[src/rtl/spi_xfer_seq_if.sv]
// spi_xfer_seq port bundle: TX/RX word streams and spi_core register bus.
// master = sequencer side, slave = software FIFO users plus spi_core.
interface spi_xfer_seq_if;
   logic [31:0] tx_data;
   logic        tx_valid;
   logic        tx_ready;
   logic [31:0] rx_data;
   logic        rx_valid;
   logic        rx_ready;
   logic [7:0]  addr;
   logic        we;
   logic        re;
   logic [3:0]  be;
   logic [31:0] wdata;
   logic [31:0] rdata;
   logic        intr_tx;
   logic        intr_rx;

   modport master (
      input  tx_data, tx_valid, rx_ready,
      output tx_ready, rx_data, rx_valid,
      output addr, we, re, be, wdata,
      input  rdata, intr_tx, intr_rx
   );

   modport slave (
      output tx_data, tx_valid, rx_ready,
      input  tx_ready, rx_data, rx_valid,
      input  addr, we, re, be, wdata,
      output rdata, intr_tx, intr_rx
   );
endinterface

[src/rtl/spi_xfer_seq.sv]
// SPI transfer sequencer: queues TX/RX words and drives spi_core's
// register port one word at a time (DIV, SS, then TX/GO/wait/RX per word).
module spi_xfer_seq_fifo #(
   parameter int DEPTH = 8
) (
   input  logic                     clk_i,
   input  logic                     rst_ni,
   input  logic                     push_i,
   input  logic [31:0]              data_i,
   input  logic                     pop_i,
   output logic [31:0]              data_o,
   output logic                     full_o,
   output logic                     empty_o,
   output logic [$clog2(DEPTH):0]   level_o
);
   localparam int AW = $clog2(DEPTH);

   logic [31:0]   mem [DEPTH];
   logic [AW-1:0] wr_q, rd_q;
   logic [AW:0]   cnt_q;
   logic          push_ok, pop_ok;

   assign full_o  = (cnt_q == (AW+1)'(DEPTH));
   assign empty_o = (cnt_q == '0);
   assign push_ok = push_i & ~full_o;
   assign pop_ok  = pop_i & ~empty_o;
   assign data_o  = mem[rd_q];
   assign level_o = cnt_q;

   always_ff @(posedge clk_i) begin
      if (push_ok) mem[wr_q] <= data_i;
   end

   always_ff @(posedge clk_i or negedge rst_ni) begin
      if (!rst_ni) begin
         wr_q  <= '0;
         rd_q  <= '0;
         cnt_q <= '0;
      end else begin
         if (push_ok) wr_q <= wr_q + AW'(1);
         if (pop_ok)  rd_q <= rd_q + AW'(1);
         unique case (1'b1)
            push_ok & ~pop_ok: cnt_q <= cnt_q + (AW+1)'(1);
            pop_ok & ~push_ok: cnt_q <= cnt_q - (AW+1)'(1);
            default:           cnt_q <= cnt_q;
         endcase
      end
   end
endmodule

module spi_xfer_seq #(
   parameter int TX_DEPTH = 8,
   parameter int RX_DEPTH = 8,
   parameter int WDOG_W   = 16
) (
   input  logic                        clk_i,
   input  logic                        rst_ni,
   input  logic                        start_i,
   input  logic                        abort_i,
   input  logic [7:0]                  nwords_i,
   input  logic [15:0]                 divider_i,
   input  logic [3:0]                  ss_i,
   input  logic [7:0]                  mode_i,
   input  logic [6:0]                  char_len_i,
   output logic                        busy_o,
   output logic                        done_o,
   output logic                        err_o,
   output logic [$clog2(TX_DEPTH):0]   tx_level_o,
   output logic [$clog2(RX_DEPTH):0]   rx_level_o,
   spi_xfer_seq_if.master              sif
);
   typedef enum logic [3:0] {
      IDLE, WR_DIV, WR_SS, WAIT_TX, WR_TX,
      WR_GO, WAIT_END, RD_REQ, RD_CAP, FIN
   } state_e;

   state_e            state_q, state_d;
   logic [7:0]        rem_q;
   logic [15:0]       div_q;
   logic [3:0]        ss_q;
   logic [7:0]        mode_q;
   logic [6:0]        len_q;
   logic              abort_q, err_q, rdy_q;
   logic [WDOG_W-1:0] wdog_q;

   logic        tx_en, rx_en, wdog_to, intr, accept;
   logic        tx_pop, rx_push, tx_full, tx_empty, rx_full, rx_empty;
   logic [31:0] tx_head;
   logic [15:0] ctrl;
   logic        unused_mode;

   assign tx_en       = mode_q[6];
   assign rx_en       = mode_q[7];
   assign unused_mode = ^mode_q[1:0];
   assign wdog_to     = &wdog_q;
   assign intr        = sif.intr_tx | sif.intr_rx;
   assign accept      = (state_q == IDLE) & start_i;
   assign ctrl        = {rx_en, tx_en, mode_q[5], 1'b1, mode_q[4],
                         mode_q[3], mode_q[2], 1'b1, 1'b0, len_q};

   // tx_ready held low until the first clock after reset release
   assign sif.tx_ready = rdy_q & ~tx_full;
   assign sif.rx_valid = ~rx_empty;
   assign busy_o       = (state_q != IDLE);
   assign err_o        = err_q;

   spi_xfer_seq_fifo #(.DEPTH(TX_DEPTH)) u_tx_fifo (
      .clk_i   (clk_i),
      .rst_ni  (rst_ni),
      .push_i  (sif.tx_valid & sif.tx_ready),
      .data_i  (sif.tx_data),
      .pop_i   (tx_pop),
      .data_o  (tx_head),
      .full_o  (tx_full),
      .empty_o (tx_empty),
      .level_o (tx_level_o)
   );

   spi_xfer_seq_fifo #(.DEPTH(RX_DEPTH)) u_rx_fifo (
      .clk_i   (clk_i),
      .rst_ni  (rst_ni),
      .push_i  (rx_push),
      .data_i  (sif.rdata),
      .pop_i   (sif.rx_ready),
      .data_o  (sif.rx_data),
      .full_o  (rx_full),
      .empty_o (rx_empty),
      .level_o (rx_level_o)
   );

   always_ff @(posedge clk_i or negedge rst_ni) begin
      if (!rst_ni) begin
         state_q <= IDLE;
         rem_q   <= '0;
         div_q   <= '0;
         ss_q    <= '0;
         mode_q  <= '0;
         len_q   <= '0;
         abort_q <= 1'b0;
         err_q   <= 1'b0;
         rdy_q   <= 1'b0;
         wdog_q  <= '0;
      end else begin
         state_q <= state_d;
         rdy_q   <= 1'b1;
         if (accept) begin
            rem_q   <= nwords_i;
            div_q   <= divider_i;
            ss_q    <= ss_i;
            mode_q  <= mode_i;
            len_q   <= char_len_i;
            abort_q <= 1'b0;
            err_q   <= 1'b0;
         end else if (abort_i && state_q != IDLE) begin
            abort_q <= 1'b1;
         end
         if (state_q == RD_CAP) rem_q <= rem_q - 8'd1;
         if (state_q == WAIT_END && !intr && wdog_to) err_q <= 1'b1;
         wdog_q <= (state_q == WAIT_END) ? wdog_q + WDOG_W'(1) : '0;
      end
   end

   always_comb begin
      state_d   = state_q;
      sif.addr  = 8'h00;
      sif.we    = 1'b0;
      sif.re    = 1'b0;
      sif.be    = 4'h0;
      sif.wdata = 32'h0;
      tx_pop    = 1'b0;
      rx_push   = 1'b0;
      done_o    = 1'b0;
      unique case (state_q)
         IDLE: if (start_i) state_d = WR_DIV;
         WR_DIV: begin
            sif.addr  = 8'h14;
            sif.we    = 1'b1;
            sif.be    = 4'hF;
            sif.wdata = {16'h0, div_q};
            state_d   = WR_SS;
         end
         WR_SS: begin
            sif.addr  = 8'h18;
            sif.we    = 1'b1;
            sif.be    = 4'hF;
            sif.wdata = {28'h0, ss_q};
            state_d   = WAIT_TX;
         end
         WAIT_TX: begin
            if (abort_q) state_d = FIN;
            else if ((!tx_en || !tx_empty) && (!rx_en || !rx_full))
               state_d = WR_TX;
         end
         WR_TX: begin
            sif.addr  = 8'h00;
            sif.we    = 1'b1;
            sif.be    = 4'hF;
            sif.wdata = tx_en ? tx_head : 32'h0;
            tx_pop    = tx_en;
            state_d   = WR_GO;
         end
         WR_GO: begin
            sif.addr  = 8'h10;
            sif.we    = 1'b1;
            sif.be    = 4'hF;
            sif.wdata = {16'h0, ctrl};
            state_d   = WAIT_END;
         end
         WAIT_END: begin
            unique case (1'b1)
               intr:    state_d = RD_REQ;
               wdog_to: state_d = FIN;
               default: state_d = WAIT_END;
            endcase
         end
         RD_REQ: begin
            sif.addr = 8'h20;
            sif.re   = 1'b1;
            state_d  = RD_CAP;
         end
         RD_CAP: begin
            rx_push = rx_en;
            if (rem_q != 8'd1 && !abort_q && !abort_i) state_d = WAIT_TX;
            else state_d = FIN;
         end
         FIN: begin
            done_o  = 1'b1;
            state_d = IDLE;
         end
         default: state_d = IDLE;
      endcase
   end
endmodule

[src/flat_wrapper.sv]
// flat-port wrapper written by rule: the top's interface ports become plain ports
module spi_xfer_seq_flat 
#(
   parameter int TX_DEPTH = 8,
   parameter int RX_DEPTH = 8,
   parameter int WDOG_W   = 16
)
  (clk_i, rst_ni, start_i, abort_i, nwords_i, divider_i, ss_i, mode_i, char_len_i, busy_o, done_o, err_o, tx_level_o, rx_level_o, sif_tx_data, sif_tx_valid, sif_rx_ready, sif_tx_ready, sif_rx_data, sif_rx_valid, sif_addr, sif_we, sif_re, sif_be, sif_wdata, sif_rdata, sif_intr_tx, sif_intr_rx);
  spi_xfer_seq_if sif_i ();
  input  logic clk_i;
  input  logic rst_ni;
  input  logic start_i;
  input  logic abort_i;
  input  logic [7:0] nwords_i;
  input  logic [15:0] divider_i;
  input  logic [3:0] ss_i;
  input  logic [7:0] mode_i;
  input  logic [6:0] char_len_i;
  output logic busy_o;
  output logic done_o;
  output logic err_o;
  output logic [$clog2(TX_DEPTH):0] tx_level_o;
  output logic [$clog2(RX_DEPTH):0] rx_level_o;
  input wire logic [$bits(sif_i.tx_data)-1:0] sif_tx_data;
  input wire logic [$bits(sif_i.tx_valid)-1:0] sif_tx_valid;
  input wire logic [$bits(sif_i.rx_ready)-1:0] sif_rx_ready;
  output wire logic [$bits(sif_i.tx_ready)-1:0] sif_tx_ready;
  output wire logic [$bits(sif_i.rx_data)-1:0] sif_rx_data;
  output wire logic [$bits(sif_i.rx_valid)-1:0] sif_rx_valid;
  output wire logic [$bits(sif_i.addr)-1:0] sif_addr;
  output wire logic [$bits(sif_i.we)-1:0] sif_we;
  output wire logic [$bits(sif_i.re)-1:0] sif_re;
  output wire logic [$bits(sif_i.be)-1:0] sif_be;
  output wire logic [$bits(sif_i.wdata)-1:0] sif_wdata;
  input wire logic [$bits(sif_i.rdata)-1:0] sif_rdata;
  input wire logic [$bits(sif_i.intr_tx)-1:0] sif_intr_tx;
  input wire logic [$bits(sif_i.intr_rx)-1:0] sif_intr_rx;
  assign sif_i.tx_data = sif_tx_data;
  assign sif_i.tx_valid = sif_tx_valid;
  assign sif_i.rx_ready = sif_rx_ready;
  assign sif_tx_ready = sif_i.tx_ready;
  assign sif_rx_data = sif_i.rx_data;
  assign sif_rx_valid = sif_i.rx_valid;
  assign sif_addr = sif_i.addr;
  assign sif_we = sif_i.we;
  assign sif_re = sif_i.re;
  assign sif_be = sif_i.be;
  assign sif_wdata = sif_i.wdata;
  assign sif_i.rdata = sif_rdata;
  assign sif_i.intr_tx = sif_intr_tx;
  assign sif_i.intr_rx = sif_intr_rx;
  spi_xfer_seq #(.TX_DEPTH(TX_DEPTH), .RX_DEPTH(RX_DEPTH), .WDOG_W(WDOG_W)) u_core (.clk_i(clk_i), .rst_ni(rst_ni), .start_i(start_i), .abort_i(abort_i), .nwords_i(nwords_i), .divider_i(divider_i), .ss_i(ss_i), .mode_i(mode_i), .char_len_i(char_len_i), .busy_o(busy_o), .done_o(done_o), .err_o(err_o), .tx_level_o(tx_level_o), .rx_level_o(rx_level_o), .sif(sif_i));
endmodule
[config.mk]
export PLATFORM = sky130hd
export DESIGN_NAME = spi_xfer_seq_flat
export DESIGN_NICKNAME = d
export VERILOG_FILES = /design/src/rtl/spi_xfer_seq_if.sv /design/src/rtl/spi_xfer_seq.sv /design/src/flat_wrapper.sv
export SDC_FILE = /design/constraint.sdc
export NUM_CORES = 1
export LEC_CHECK = 0
export ABC_AREA = 1
export ABC_CLOCK_PERIOD_IN_PS = 4300
export CAP_MARGIN = 20
export CORE_AREA = 2 2 309 189
export DETAILED_ROUTE_END_ITERATION = 6
export DIE_AREA = 0 0 311 191
export DONT_BUFFER_PORTS = 1
export GPL_TIMING_DRIVEN = 0
export HOLD_SLACK_MARGIN = 0.08
export PLACE_DENSITY = 0.66
export SYNTH_ARGS = -nofsm -noshare
export SYNTH_HDL_FRONTEND = slang
export SYNTH_SLANG_ARGS = --single-unit
[constraint.sdc]
create_clock -name clk_i -period 4.3 [get_ports clk_i]
set_clock_uncertainty 0.15 [all_clocks]
set_input_delay 0.43 -clock clk_i [delete_from_list [all_inputs] [get_ports clk_i]]
set_output_delay 0.43 -clock clk_i [all_outputs]
set_load 0.03 [all_outputs]
## Word-level counts from Yosys, hierarchy flattened

Memories as Yosys holds them, arrays and structs flattened.
Index checks and enable logic that the tools add are counted.
Widths: inputs -> output; s select.

- Output and inout port bits: 91
- Logic and storage cells: 117
- Memories: 2
- Input bits: 115
- RAM bits: 512
- Register bits: 86

Memories:

| memory | words | bits a word | read ports | clocked after memory_dff | write ports | RTL line | text |
|---|---|---|---|---|---|---|---|
| u_core.u_rx_fifo.mem | 8 | 32 | 1 | 0 | 1 | spi_xfer_seq.sv:18 | `logic [31:0] mem [DEPTH];` |
| u_core.u_tx_fifo.mem | 8 | 32 | 1 | 0 | 1 | spi_xfer_seq.sv:18 |  |

- Reductions and logical operators: 27
- Equal/unequal tests: 14
- Bitwise logic cells: 20
- Mux-type cells: 28
- Add/subtract/negate cells: 10

Operators with widths:

| kind | count |
|---|---|
| $pmux 32 s4 | 1 |
| $pmux 4 s9 | 1 |
| $mux 32 | 1 |
| $pmux 4 s2 | 3 |
| $pmux 6 s4 | 1 |
| $mux 4 | 5 |
| $add 16x1->16 const B | 1 |
| $eq 4x3->1 const B | 4 |
| $eq 4x4->1 const B | 4 |
| $mux 16 | 1 |
| $mux 8 | 2 |
| $reduce_and 16->1 | 1 |
| $mux 1 | 13 |
| $add 3x1->3 const B | 4 |
| $logic_not 4->1 | 3 |
| $and 1x1->1 | 11 |
| $reduce_bool 2->1 | 5 |
| $add 4x1->4 const B | 2 |
| $eq 4x2->1 const B | 2 |
| $ne 8x1->1 const B | 1 |
| $not 1->1 | 8 |
| $sub 4x1->4 const B | 2 |
| $sub 8x1->8 const B | 1 |
| $logic_not 1->1 | 7 |
| 9 further kinds | 15 |

## Longest topological paths before layout

Gate-level depths: netlist (run 1).

- Depth after elaboration: 8
- Mapped depth: 15
- Depth with buffers taken out: 15

## By module

Synthesis (run 1) repeated with hierarchy kept, for this count alone.

- Cells, all modules: 2862
- Area, all modules: 26854.5 µm²

By module, submodules not included:

| module | cells each | seq. area each (µm²) | times used | area an instance (µm²) |
|---|---|---|---|---|
| spi_xfer_seq_fifo | 1187 | 7937.6 | 2 | 11644.9 |
| spi_xfer_seq | 488 | 1601.5 | 1 | 3564.7 |

## Least setup slack after synthesis (run 1)

Ideal clock, no wire load.

- Path kind: reg2reg
- From: reg u_core.u_rx_fifo.cnt_q[1] (netlist: u_core.u_rx_fifo.level_o[1])
- To: mem u_core.u_rx_fifo.mem[6][0], enable pin
- Data required time: 3649 ps
- Setup time: 501 ps
- Period minus slack after synthesis: 4779 ps
- Data arrival time: 4128 ps
- Slack: -479 ps
- Path buffers: 1
- Cell stages (with the launch flop): 6
- Cells stage by stage: dfrtp_1 > nor2_1 > nand3_1 > nand3_2 > buf_2 > nor4_1

- Cells in the longest elaborated chain, start to end: 5

Ends and longest elaborated chain:

| item | RTL line | text |
|---|---|---|
| from (decl) | spi_xfer_seq.sv:20 | `logic [AW:0] cnt_q;` |
| from (signal assigned) | spi_xfer_seq.sv:43 | `push_ok & ~pop_ok: cnt_q <= cnt_q + (AW+1)'(1);` |
| from (signal assigned) | spi_xfer_seq.sv:44 | `pop_ok & ~push_ok: cnt_q <= cnt_q - (AW+1)'(1);` |
| from (signal assigned) | spi_xfer_seq.sv:45 | `default: cnt_q <= cnt_q;` |
| $eq 4x4->1 | spi_xfer_seq.sv:23 | `assign full_o = (cnt_q == (AW+1)'(DEPTH));` |
| $not 1->1 | spi_xfer_seq.sv:25 | `assign push_ok = push_i & ~full_o;` |
| $and 1x1->1 | spi_xfer_seq.sv:25 |  |
| $mux 1 | spi_xfer_seq.sv:31 | `if (push_ok) mem[wr_q] <= data_i;` |
| $mux 1 (implied by the code) | spi_xfer_seq.sv:31 |  |
| to (decl) | spi_xfer_seq.sv:18 |  |

Every way passes these cells.

## Final worst setup path (run 1)

- From: reg u_core.u_tx_fifo.rd_q[0]
- To: out sif_wdata[16]

- Cells in the longest elaborated chain, start to end: 3

Ends and longest elaborated chain:

| item | RTL line | text |
|---|---|---|
| from (decl) | spi_xfer_seq.sv:19 | `logic [AW-1:0] wr_q, rd_q;` |
| from (signal assigned) | spi_xfer_seq.sv:41 | `if (pop_ok) rd_q <= rd_q + AW'(1);` |
| $mem_v2 8x32 | -- |  |
| $mux 32 | spi_xfer_seq.sv:198 | `sif.wdata = tx_en ? tx_head : 32'h0;` |
| $pmux 32 s4 | spi_xfer_seq.sv:173 | `unique case (state_q)` |
| to (decl) | flat_wrapper.sv:34 | `output wire logic [$bits(sif_i.wdata)-1:0] sif_wdata;` |

Every way passes these cells.

==> results of run 1 <==
## worst max path at each step
stage,end,slack [ns],cells past startpoint
3_5_place_dp,u_core.u_tx_fifo.mem[4][9],0.92,10
6_report,sif_wdata[16],0.77,6
2_1_floorplan,u_core.u_rx_fifo.mem[6][0],-0.48,5
4_1_cts,sif_wdata[16],0.79,7
5_1_grt,sif_wdata[18],0.64,6
3_3_place_gp,u_core.u_rx_fifo.mem[7][10],-3.59,5
## cell usage after synthesis (17+ instances only)
cell      instances  area share [%]
dfrtp_1          84             8.5
nand3_1          69             1.4
nand2_1         374             5.7
edfxtp_1        512              63
nor2_1          420             6.4
a21oi_1          26            0.53
o21ai_1          39            0.79
nor3_1           19            0.39
o211ai_1         22            0.67
o21ai_0         305             6.2
clkbuf_1         61            0.93
inv_1            69             1.1
or2_2            17            0.43
buf_2            35            0.71
## cells in the final DEF, fill, tap and decap left out, types with 5 or more instances in the layout
master         synthesis  routed
clkinv_2               0      10
buf_2                 35      35
inv_2                  8       8
ha_1                  13      13
nand4_1               10      10
or2_2                 17      17
nor3_1                19       7
diode_2                0       6
a21oi_1               26      26
inv_1                 69      69
nand2_1              374     374
buf_6                  6      49
o22ai_1               16      16
o21ai_0              305     305
bufinv_16              0       7
clkbuf_1              61      68
dlygate4sd3_1          0     114
o211ai_1              22      22
clkinv_1               1      11
conb_1                 2       5
dfrtp_1               84      84
nor2_1               420     420
clkinvlp_4             0       6
clkbuf_16              0      56
o21ai_1               39      39
nand3_1               69      69
edfxtp_1             512     512
nor3_2                 0      12
buf_4                 16      33
xor2_1                10      10
## stage by stage
stage / hold WS (ns) / power (µW) / setup WS [ns]
2_1_floorplan: -0.0156 / 11500 / -0.479
3_3_place_gp: -0.0124 / 13300 / -3.59
6_report: 0.169 / 18700 / 0.768
4_1_cts: 0.123 / 18600 / 0.789
3_5_place_dp: -0.0128 / 13500 / 0.923
5_1_grt: 0.182 / 19600 / 0.642
## final cells by class
cell class / count / area [µm²] / area share, %
buffer: 122 / 607 / 2.07
antenna: 6 / 15.0 / 0.0512
multi-input combinational: 1377 / 6320 / 21.5
clock buffer: 63 / 1440 / 4.90
timing repair buffer: 178 / 1810 / 6.16
inverter: 78 / 293 / 0.998
clock inverter: 40 / 408 / 1.39
sequential: 596 / 17500 / 59.6
tap: 770 / 963 / 3.29
## state kept, by name, summed over array words and instances (netlist names), 3 cells and up
register                  cells
u_core.u_rx_fifo.mem        256
u_core.state_q                4
u_core.ss_q                   4
u_core.rem_q                  8
u_core.u_rx_fifo.rd_q         3
u_core.u_rx_fifo.level_o      4
u_core.wdog_q                16
u_core.u_tx_fifo.mem        256
u_core.u_rx_fifo.wr_q         3
u_core.len_q                  7
u_core.div_q                 16
u_core.u_tx_fifo.wr_q         3
u_core.mode_q                 6
u_core.u_tx_fifo.rd_q         3
u_core.u_tx_fifo.level_o      4
## tightest hold or removal path: stages
cell,delay [ns]
inv_1,0.09
nor2_4,0.06
buf_4,0.17
nand2_1,0.07
nand2_1,0.05
## cells by family (layout without fill, tap and decap cells)
| logic type | count (synthesis) | after routing | synth area share, % |
|---|---|---|---|
| fa+ha+maj | 14 | 14 | 0.743 |
| other cells | 2 | 11 | 0.0305 |
| compound gates | 413 | 413 | 8.75 |
| xor+xnor | 13 | 13 | 0.463 |
| flops | 596 | 596 | 71.0 |
| buf+inv | 200 | 481 | 3.66 |
| simple gates | 932 | 932 | 15.3 |
## metal layers
metal	vias up	part of all wire, %
met5	-	0.040
met4	4	2.1
met3	113	11
met2	916	40
met1	8467	46
li1	7984	-
## power by group
group	total [µW]	leakage [µW]	switching (µW)	internal (µW)
Sequential	7210	0.00568	420	6790
Clock	5010	0.000887	2180	2830
Combinational	6450	0.00422	4830	1620
## repair_timing
action                                 4_1_cts  5_1_grt
buffers inserted                             0        0
gates resized for setup                      0        0
hold buffers                               115        0
setup endpoints to repair                    0        0
endpoints found under the hold margin      648        0
==> results.md, run 1 <==
- Outcome: complete, no violations
- Fin util: 51.8%
- RSZ-0062 raised after global routing: false
- Fraction of layout cells with a size suffix above 1: 10.6%
- Vias/cell: 5.41
- Largest net degree at the start of global routing: 85
- CP max stage delay: 0.60 ns
- Remaining DRCs: 0
- Number of cells after detailed placement: 3004
- Drt wl/cell: 21.4 µm
- Routing usage on met2: 32.1%
- Register area share after synthesis: 71.0%
- Worst Setup SP: u_core.u_tx_fifo.rd_q[0]
- Total negative slack: 0 ns
- FF-to-FF path depth: 10
- Global routing met3 resource utilization: 5.35%
- Worst Hold Endpoint: u_core.div_q[0]
- Via count: 17500
- Design Area, Final: 29300 µm²
- RD Place Congestion: 0.898
- Global Route Usage Sum: 23.1%
- CP required: 3.72 ns
- Clk_lat worst skew: 0.61 ns
- CTS tree: yes
- Crit path time final: 3.53 ns
- 1st-pass router iterations: 6
- Total core area: 56700 µm²
- Slew @ Worst Pin: 1.11 ns
- Yosys warnings: 0
- Main synth FF type: edfxtp_1
- DIE AREA: 59400 µm²
- Library cells used by synthesis: 39
- FF-to-FF End: u_core.u_tx_fifo.mem[4][15]
- #FFs+latches synth: 596
- Tcrit/Tclk final: 82.1%
- Pwr per Cell Area: 637 nW/µm²
- Slew Viols, Final: 0
- Initial Util: 43.4%
- H-tree lvl count: 2
- PortBufs: 0
- Hold depth: 5
- Final wirelength: 69.3 mm
- Total CTS buffers: 55
- Critical path endpoint category: output port
- CP Cell Sequence: buf_2 > clkbuf_1 > o21ai_0 > o22ai_1 > nor2_1 > nor2_1
- Synthesized area per cell: 11.3 µm²
- Chip Height: 191 µm
- First-pass GRT wire length: 103 mm
- WP data arrival: 2.95 ns
- Busiest grt layer: met1
- Max Cap Viol: 0
- HPWL Detailed: 49.9 mm
- I/O Pins: 206
- FF-to-FF setup slack: 0.92 ns
- Leakage power: 0.0108 µW
- Post-synthesis instance area: 24600 µm²
- Post-synth ARST share: 14.1%
- Slowest stage cell on the critical path: clkbuf_1
- Maximum clock frequency: 0.283 GHz
- Hold Path Class: in -> reg
- Maximum fanout along the worst path: 10
- GR Layer Usage met1: 35.9%
- DP Area: 26300 µm²
- Setup violators final: 0
- Max Buffers Root-to-Sink: 3
- Layout fillers: 4854
- Grt total ovfl: 0
- DRT iter0 DRCs: 2256
- CP Buf/Inv Count: 2
- Crit path top cell by count: nor2_1
- Final Hold Fails: 0
- FP Rows: 68
- Hold Path Origin: start_i
- Post-synthesis cell count: 2170
- Initial antenna violation count: 7
- EDFF count, synth: 512
- Post-DRT Antenna Nets: 0
- CP Launch Type: flop
- Non-Filler Instances: 3230
- Chip width: 311 µm
- Root Driver: clkbuf_16
- Worst VDD drop: 0.000650 V
- Number of global-route vias before repair: 16800
- Worst slew margin: 25.6%
- Number of nets in the layout: 2537
- Clock sink count: 596
- Syn-to-layout area delta: 19.2%
- RR Startpoint: u_core.u_tx_fifo.level_o[0]
- CP top delay family: buffers and inverters
- Crit path kind: reg -> out
- CTS clk-pin slew, worst paths: 0.07 ns
(Power assumes the default switching activity.)
==> inputs of run 2 (changes only) <==
--- a/config.mk
+++ b/config.mk
@@ -6,7 +6,7 @@
 export NUM_CORES = 1
 export LEC_CHECK = 0
 export ABC_AREA = 1
-export ABC_CLOCK_PERIOD_IN_PS = 4300
+export ABC_CLOCK_PERIOD_IN_PS = 3100
 export CAP_MARGIN = 20
 export CORE_AREA = 2 2 309 189
 export DETAILED_ROUTE_END_ITERATION = 6
==> constraint.sdc (replaced) <==
create_clock -name clk_i -period 3.1 [get_ports clk_i]
set_clock_uncertainty 0.15 [all_clocks]
set_input_delay 0.31 -clock clk_i [delete_from_list [all_inputs] [get_ports clk_i]]
set_output_delay 0.31 -clock clk_i [all_outputs]
set_load 0.03 [all_outputs]
==> results.md, run 2 (synthesis results as in run 1) <==
- Remaining DRCs: 0 (unchanged)
- Root Driver: clkbuf_16
- Drt wl/cell: 22.0 µm (+2.3%)
- Maximum fanout along the worst path: 6 (-4)
- Clock sink count: 596 (unchanged)
- Largest net degree at the start of global routing: 85 (unchanged)
- 1st-pass router iterations: 6 (unchanged)
- Int Power: 15700 µW (+40%)
- WP data arrival: 2.58 ns (-0.37 ns)
- FF-to-FF path depth: 10 (unchanged)
- Initial Util: 43.4% (unchanged)
- Layout fillers: 4757 (-2.0%)
- Number of cells after detailed placement: 2982 (-0.73%)
- CTS clk-pin slew, worst paths: 0.07 ns (about the same)
- I/O Pins: 206 (unchanged)
- Setup slack after layout: 0.0555 ns (-0.713 ns)
- Most frequent cells in the layout: edfxtp_1 (512), nor2_1 (402), nand2_1 (354), o21ai_0 (305), dlygate4sd3_1 (150)
- Pwr per Cell Area: 875 nW/µm² (+37%)
- Metal2 WL: 29.9 mm (+7.0%)
- Sw frac: 40.1% (+0.28 points)
- Reg power frac: 38.2% (-0.4 points)
- Comb pwr share: 36.1% (+1.6 points)
- Leakage power: 0.0110 µW (+1.7%)
- Routed length on met1: 31.8 mm (-0.90%)
- Switching pwr: 10500 µW (+42%)
- Clk_lat worst skew: 0.62 ns (about the same)
- Syn-to-layout area delta: 21.9%
- Worst VDD drop: 0.00104 V (+60%)
- Fraction of layout cells with a size suffix above 1: 13.2% (+2.6 points)
- Tcrit/Tclk final: 98.2%
- Outcome: complete, no violations
- Worst slew margin: 24.8% (-0.83 points)
- FP Rows: 68 (unchanged)
- Non-Filler Instances: 3239 (+0.28%)
- DP Area: 26400 µm² (+0.42%)
- Footprint of the multi-input gates: 6550 µm² (+3.7%)
- Initial antenna violation count: 0 (-7)
- Slew Viols, Final: 0 (unchanged)
- Seq. cell area: 17500 µm² (about the same)
- Inserted Diodes: 0 (-6)
- Critical path endpoint category: output port
- Via count: 17800 (+1.8%)
- Setup violators final: 0 (unchanged)
- HPWL Detailed: 49.5 mm (-0.85%)
- RD Place Congestion: 0.861 (-4.1%)
- Crit path kind: reg -> out
- DRT iter0 DRCs: 1984 (-12%)
- RR Startpoint: u_core.state_q[1]
- Max Buffers Root-to-Sink: 3 (unchanged)
- Post-DRT Antenna Nets: 0 (unchanged)
- Final wirelength: 71.1 mm (+2.6%)
- Commonest non-fill, non-tap cell in the layout: edfxtp_1
- Total CTS buffers: 55 (unchanged)
- Chip width: 311 µm (unchanged)
- Crit path time final: 3.04 ns
- Slew @ Worst Pin: 1.12 ns (+0.0123 ns)
- FF-to-FF setup slack: 0.18 ns (-0.74 ns)
- Top flop regs: u_core.u_rx_fifo.mem x256, u_core.u_tx_fifo.mem x256
- Design Area, Final: 30000 µm² (+2.3%)
- Clock power frac: 25.7% (-1.1 points)
- Vias/cell: 5.49 (+1.5%)
- Chip Height: 191 µm (unchanged)
- Number of global-route vias before repair: 17200 (+2.0%)
- H-tree lvl count: 2 (unchanged)
- CP Launch Type: flop
- Hold Path Class: in -> async
- CP required: 2.64 ns (-1.08 ns)
- Met3 WL: 8.15 mm (+5.3%)
- First-pass GRT wire length: 106 mm (+2.5%)
- PortBufs: 0 (unchanged)
- Final Hold Fails: 0 (unchanged)
- Hold_ws: 0.0910 ns (-0.0780 ns)
- DIE AREA: 59400 µm² (unchanged)
- Total core area: 56700 µm² (unchanged)
- Top Metal Used: met4
- CTS tree: yes
- Global Route Usage Sum: 23.7% (+0.65 points)
- FF-to-FF End: u_core.u_rx_fifo.mem[1][3]
- Max Cap Viol: 0 (unchanged)
- Post-Place Worst Slack: -0.343 ns (-1.27 ns)
- Grt total ovfl: 0 (unchanged)
- Maximum clock frequency: 0.328 GHz
- Number of nets in the layout: 2553 (+0.63%)
run 2: area by class of cell:
type                            count  share of cell area (%)
Tap cell                          770                    3.21
Buffer                            121                    2.28
Clock buffer                       74                    5.17
Timing Repair Buffer              195                    7.43
Multi-Input combinational cell   1377                    21.9
Clock inverter                     28                   0.768
Inverter                           78                    1.00
Sequential cell                   596                    58.3
run 2: metal layers:
metal	GRT usage [%]	vias up
met1	35.8	8728
met4	5.48	0
met3	6.23	96
li1	-	8025
met2	34.2	943
met5	0	-
run 2: worst max-delay path, stage by stage (launching register included):
cell and delay, ns:
dfrtp_1 0.45, inv_1 0.15, nor2_2 0.07, nand2_1 0.14, clkinvlp_4 0.31, nand2_1 0.14, nand2_1 0.18, a21oi_4 0.31
nand2_2 0.19
run 2: worst max path at each step:
stage,from,endpoint,slack (ns),cells after the start
5_1_grt,u_core.u_tx_fifo.rd_q[0],sif_wdata[29],-0.01,7
4_1_cts,u_core.state_q[2],sif_wdata[11],0.004,7
2_1_floorplan,u_core.u_rx_fifo.level_o[1],u_core.u_rx_fifo.mem[0][0],-0.79,5
6_report,u_core.state_q[1],sif_wdata[3],0.06,8
3_3_place_gp,u_core.u_rx_fifo.level_o[1],u_core.u_rx_fifo.mem[3][3],-3.14,5
3_5_place_dp,u_core.u_tx_fifo.level_o[0],u_core.u_tx_fifo.mem[1][2],-0.34,8
run 2: stage by stage:
stage,total power (µW),util (%),TNS [ns]
after floorplan,16000,-,-144.26
after global placement,18400,45.3,-861.05
after detailed placement,18800,46.6,-17.90
after CTS,26000,52.6,0
after global routing,27600,52.9,-0.0241
final,26300,52.9,0
run 2: power groups by stage:
stage | logic (µW) | clock network (µW) | registers (µW)
final | 9480 | 6750 | 10000
after global routing | 10300 | 7150 | 10100
after CTS | 9190 | 6860 | 9990
after detailed placement | 8600 | 0 | 10200
after global placement | 8260 | 0 | 10100
after floorplan | 6000 | 0 | 10000
run 2: timing repair:
item	in CTS	in global routing
pin swaps	2	1
hold buffers	151	0
gates resized for setup	49	77
endpoints found under the setup margin	197	99
setup buffers	2	1
endpoints found under the hold margin	649	0
==> inputs of run 3 (changes only) <==
--- a/config.mk
+++ b/config.mk
@@ -14,6 +14,7 @@
 export DONT_BUFFER_PORTS = 1
 export GPL_TIMING_DRIVEN = 0
 export HOLD_SLACK_MARGIN = 0.08
+export MAX_ROUTING_LAYER = met4
 export PLACE_DENSITY = 0.66
 export SYNTH_ARGS = -nofsm -noshare
 export SYNTH_HDL_FRONTEND = slang
==> results.md, run 3 (synthesis results as in run 1) <==
- Outcome: complete, no violations
- CTS tree: yes
- Leakage power: 0.0110 µW (about the same)
- Maximum clock frequency: 0.329 GHz (about the same)
- Final Hold Fails: 0 (unchanged)
- PortBufs: 0 (unchanged)
- Syn-to-layout area delta: 22.0% (about the same)
- Worst slew margin: 25.5% (+0.71 points)
- WP data arrival: 2.58 ns (about the same)
- Crit path kind: reg -> out
- Grt total ovfl: 0 (unchanged)
- I/O Pins: 206 (unchanged)
- Max Cap Viol: 0 (unchanged)
- Final wirelength: 71.1 mm (about the same)
- 1st-pass router iterations: 6 (unchanged)
- Fraction of layout cells with a size suffix above 1: 13.4% (+0.16 points)
- CP max stage delay: 0.45 ns (about the same)
- Max Buffers Root-to-Sink: 3 (unchanged)
- Maximum fanout along the worst path: 6 (unchanged)
- Setup violators final: 0 (unchanged)
- Total core area: 56700 µm² (unchanged)
- Clock sink count: 596 (unchanged)
- Crit path time final: 3.04 ns (-0.00173 ns)
- Number of cells after detailed placement: 2982 (unchanged)
- Drt wl/cell: 21.9 µm (about the same)
- DIE AREA: 59400 µm² (unchanged)
- Root Driver: clkbuf_16
- Non-Filler Instances: 3240 (+0.031%)
- Pwr per Cell Area: 876 nW/µm² (about the same)
- Critical path endpoint category: output port
- Largest net degree at the start of global routing: 85 (unchanged)
- CP required: 2.64 ns (about the same)
- Slew Viols, Final: 0 (unchanged)
- CTS clk-pin slew, worst paths: 0.07 ns (about the same)
- Via count: 17800 (+0.24%)
- Slew @ Worst Pin: 1.11 ns (-0.0106 ns)
- Worst VDD drop: 0.00104 V (about the same)
- Crit path top cell by count: nand2_1
- Hold Path Class: in -> async
- H-tree lvl count: 2 (unchanged)
- RD Place Congestion: 0.874 (+1.6%)
- Initial antenna violation count: 1 (+1)
- Slowest stage cell on the critical path: dfrtp_1
- Vias/cell: 5.50 (+0.21%)
- Commonest non-fill, non-tap cell in the layout: edfxtp_1
- DRT iter0 DRCs: 2023 (+2.0%)
- Total negative slack: 0 ns (unchanged)
- Number of nets in the layout: 2553 (unchanged)
- Total CTS buffers: 55 (unchanged)
- Worst Setup SP: u_core.state_q[1]
- FP Rows: 68 (unchanged)
- Tcrit/Tclk final: 98.2% (about the same)
- CP Launch Type: flop
- Remaining DRCs: 0 (unchanged)
- HPWL Detailed: 49.5 mm (unchanged)
- First-pass GRT wire length: 106 mm (about the same)
- Setup slack after layout: 0.0572 ns (+0.00173 ns)
- Post-DRT Antenna Nets: 0 (unchanged)
- Global Route Usage Sum: 24.5% (+0.75 points)
- Number of global-route vias before repair: 17200 (-0.087%)
- Most frequent cells in the layout: edfxtp_1 (512), nor2_1 (402), nand2_1 (352), o21ai_0 (305), dlygate4sd3_1 (150)
- Fin util: 53.0% (about the same)
- Top flop regs: u_core.u_rx_fifo.mem x256, u_core.u_tx_fifo.mem x256
- Clk_lat worst skew: 0.62 ns (about the same)
- RR Startpoint: u_core.state_q[1]
- Post-Place Worst Slack: -0.343 ns (unchanged)
- Initial Util: 43.4% (unchanged)
- FF-to-FF path depth: 10 (unchanged)
- Chip width: 311 µm (unchanged)
- Chip Height: 191 µm (unchanged)
- Tot Pwr: 26300 µW (+0.17%)
- CP Cell Sequence: inv_1 > nor2_2 > nand2_1 > clkinvlp_4 > nand2_1 > nand2_1 > a21oi_4 > nand2_2
==> run 3: cell types whose count changed in the layout (fill, tap and decap cells not counted), sizes merged <==
cell / delta
buf: -1
clkbuf: +1
diode: +1
==> run 3: area by class of cell <==
class	instances	area, µm²
fillers	4758	26600
plain buffers	121	686
well taps	770	963
multi-input cells	1377	6590
inverters	78	300
clock buffers	74	1550
repair buffers	195	2210
flip-flops and latches	596	17500
clock inverters	28	230
diodes	1	2.50
==> run 3: timing repair <==
action | in CTS | in global routing
endpoints found under the hold margin | 649 | 0
gates resized for setup | 49 | 85
hold buffers | 151 | 0
pin swaps | 2 | 1
buffers inserted | 2 | 1
endpoints found under the setup margin | 197 | 98
==> run 3: stage by stage <==
stage,hold WS (ns),cell area (µm²)
2_1_floorplan,-0.136,24700
5_1_grt,0.136,30000
3_5_place_dp,-0.132,26400
3_3_place_gp,-0.130,25700
4_1_cts,0.125,29800
6_report,0.0984,30000
==> run 3: layer usage <==
layer / part of all wire, % / wire, µm / up-vias / GRT usage, %
li1: - / - / 8030 / -
met1: 45 / 31800 / 8742 / 35.9
met2: 42 / 30100 / 979 / 34.2
met3: 11 / 8060 / 84 / 6.15
met4: 1.6 / 1120 / 0 / 5.46
met5: 0 / 0 / - / -
==> run 3: power breakdown <==
group	internal (µW)	total [µW]	switching, µW	leakage [µW]
sequential	9430	10000	598	0.00567
clock	3710	6760	3050	0.000867
combinational	2610	9510	6900	0.00443
==> run 3: critical path: cells and delay by family (launching register included) <==
family / cells / cell delay, ns
AO/OA/AOI/OAI: 1 / 0.31
AND/OR/NAND/NOR: 5 / 0.72
buffers and inverters: 2 / 0.46
flip-flops: 1 / 0.45
==> run 3: worst paths after layout <==
kind | endpoint | slack [ns]
max reg2reg | u_core.u_rx_fifo.mem[1][1] | 0.18
max | sif_wdata[3] | 0.06
max in group asynchronous | u_core.state_q[2] | 2.30
min reg2reg | u_core.wdog_q[0] | 0.32
min in group clk_i | u_core.len_q[5] | 0.22
min | u_core.div_q[10] | 0.1
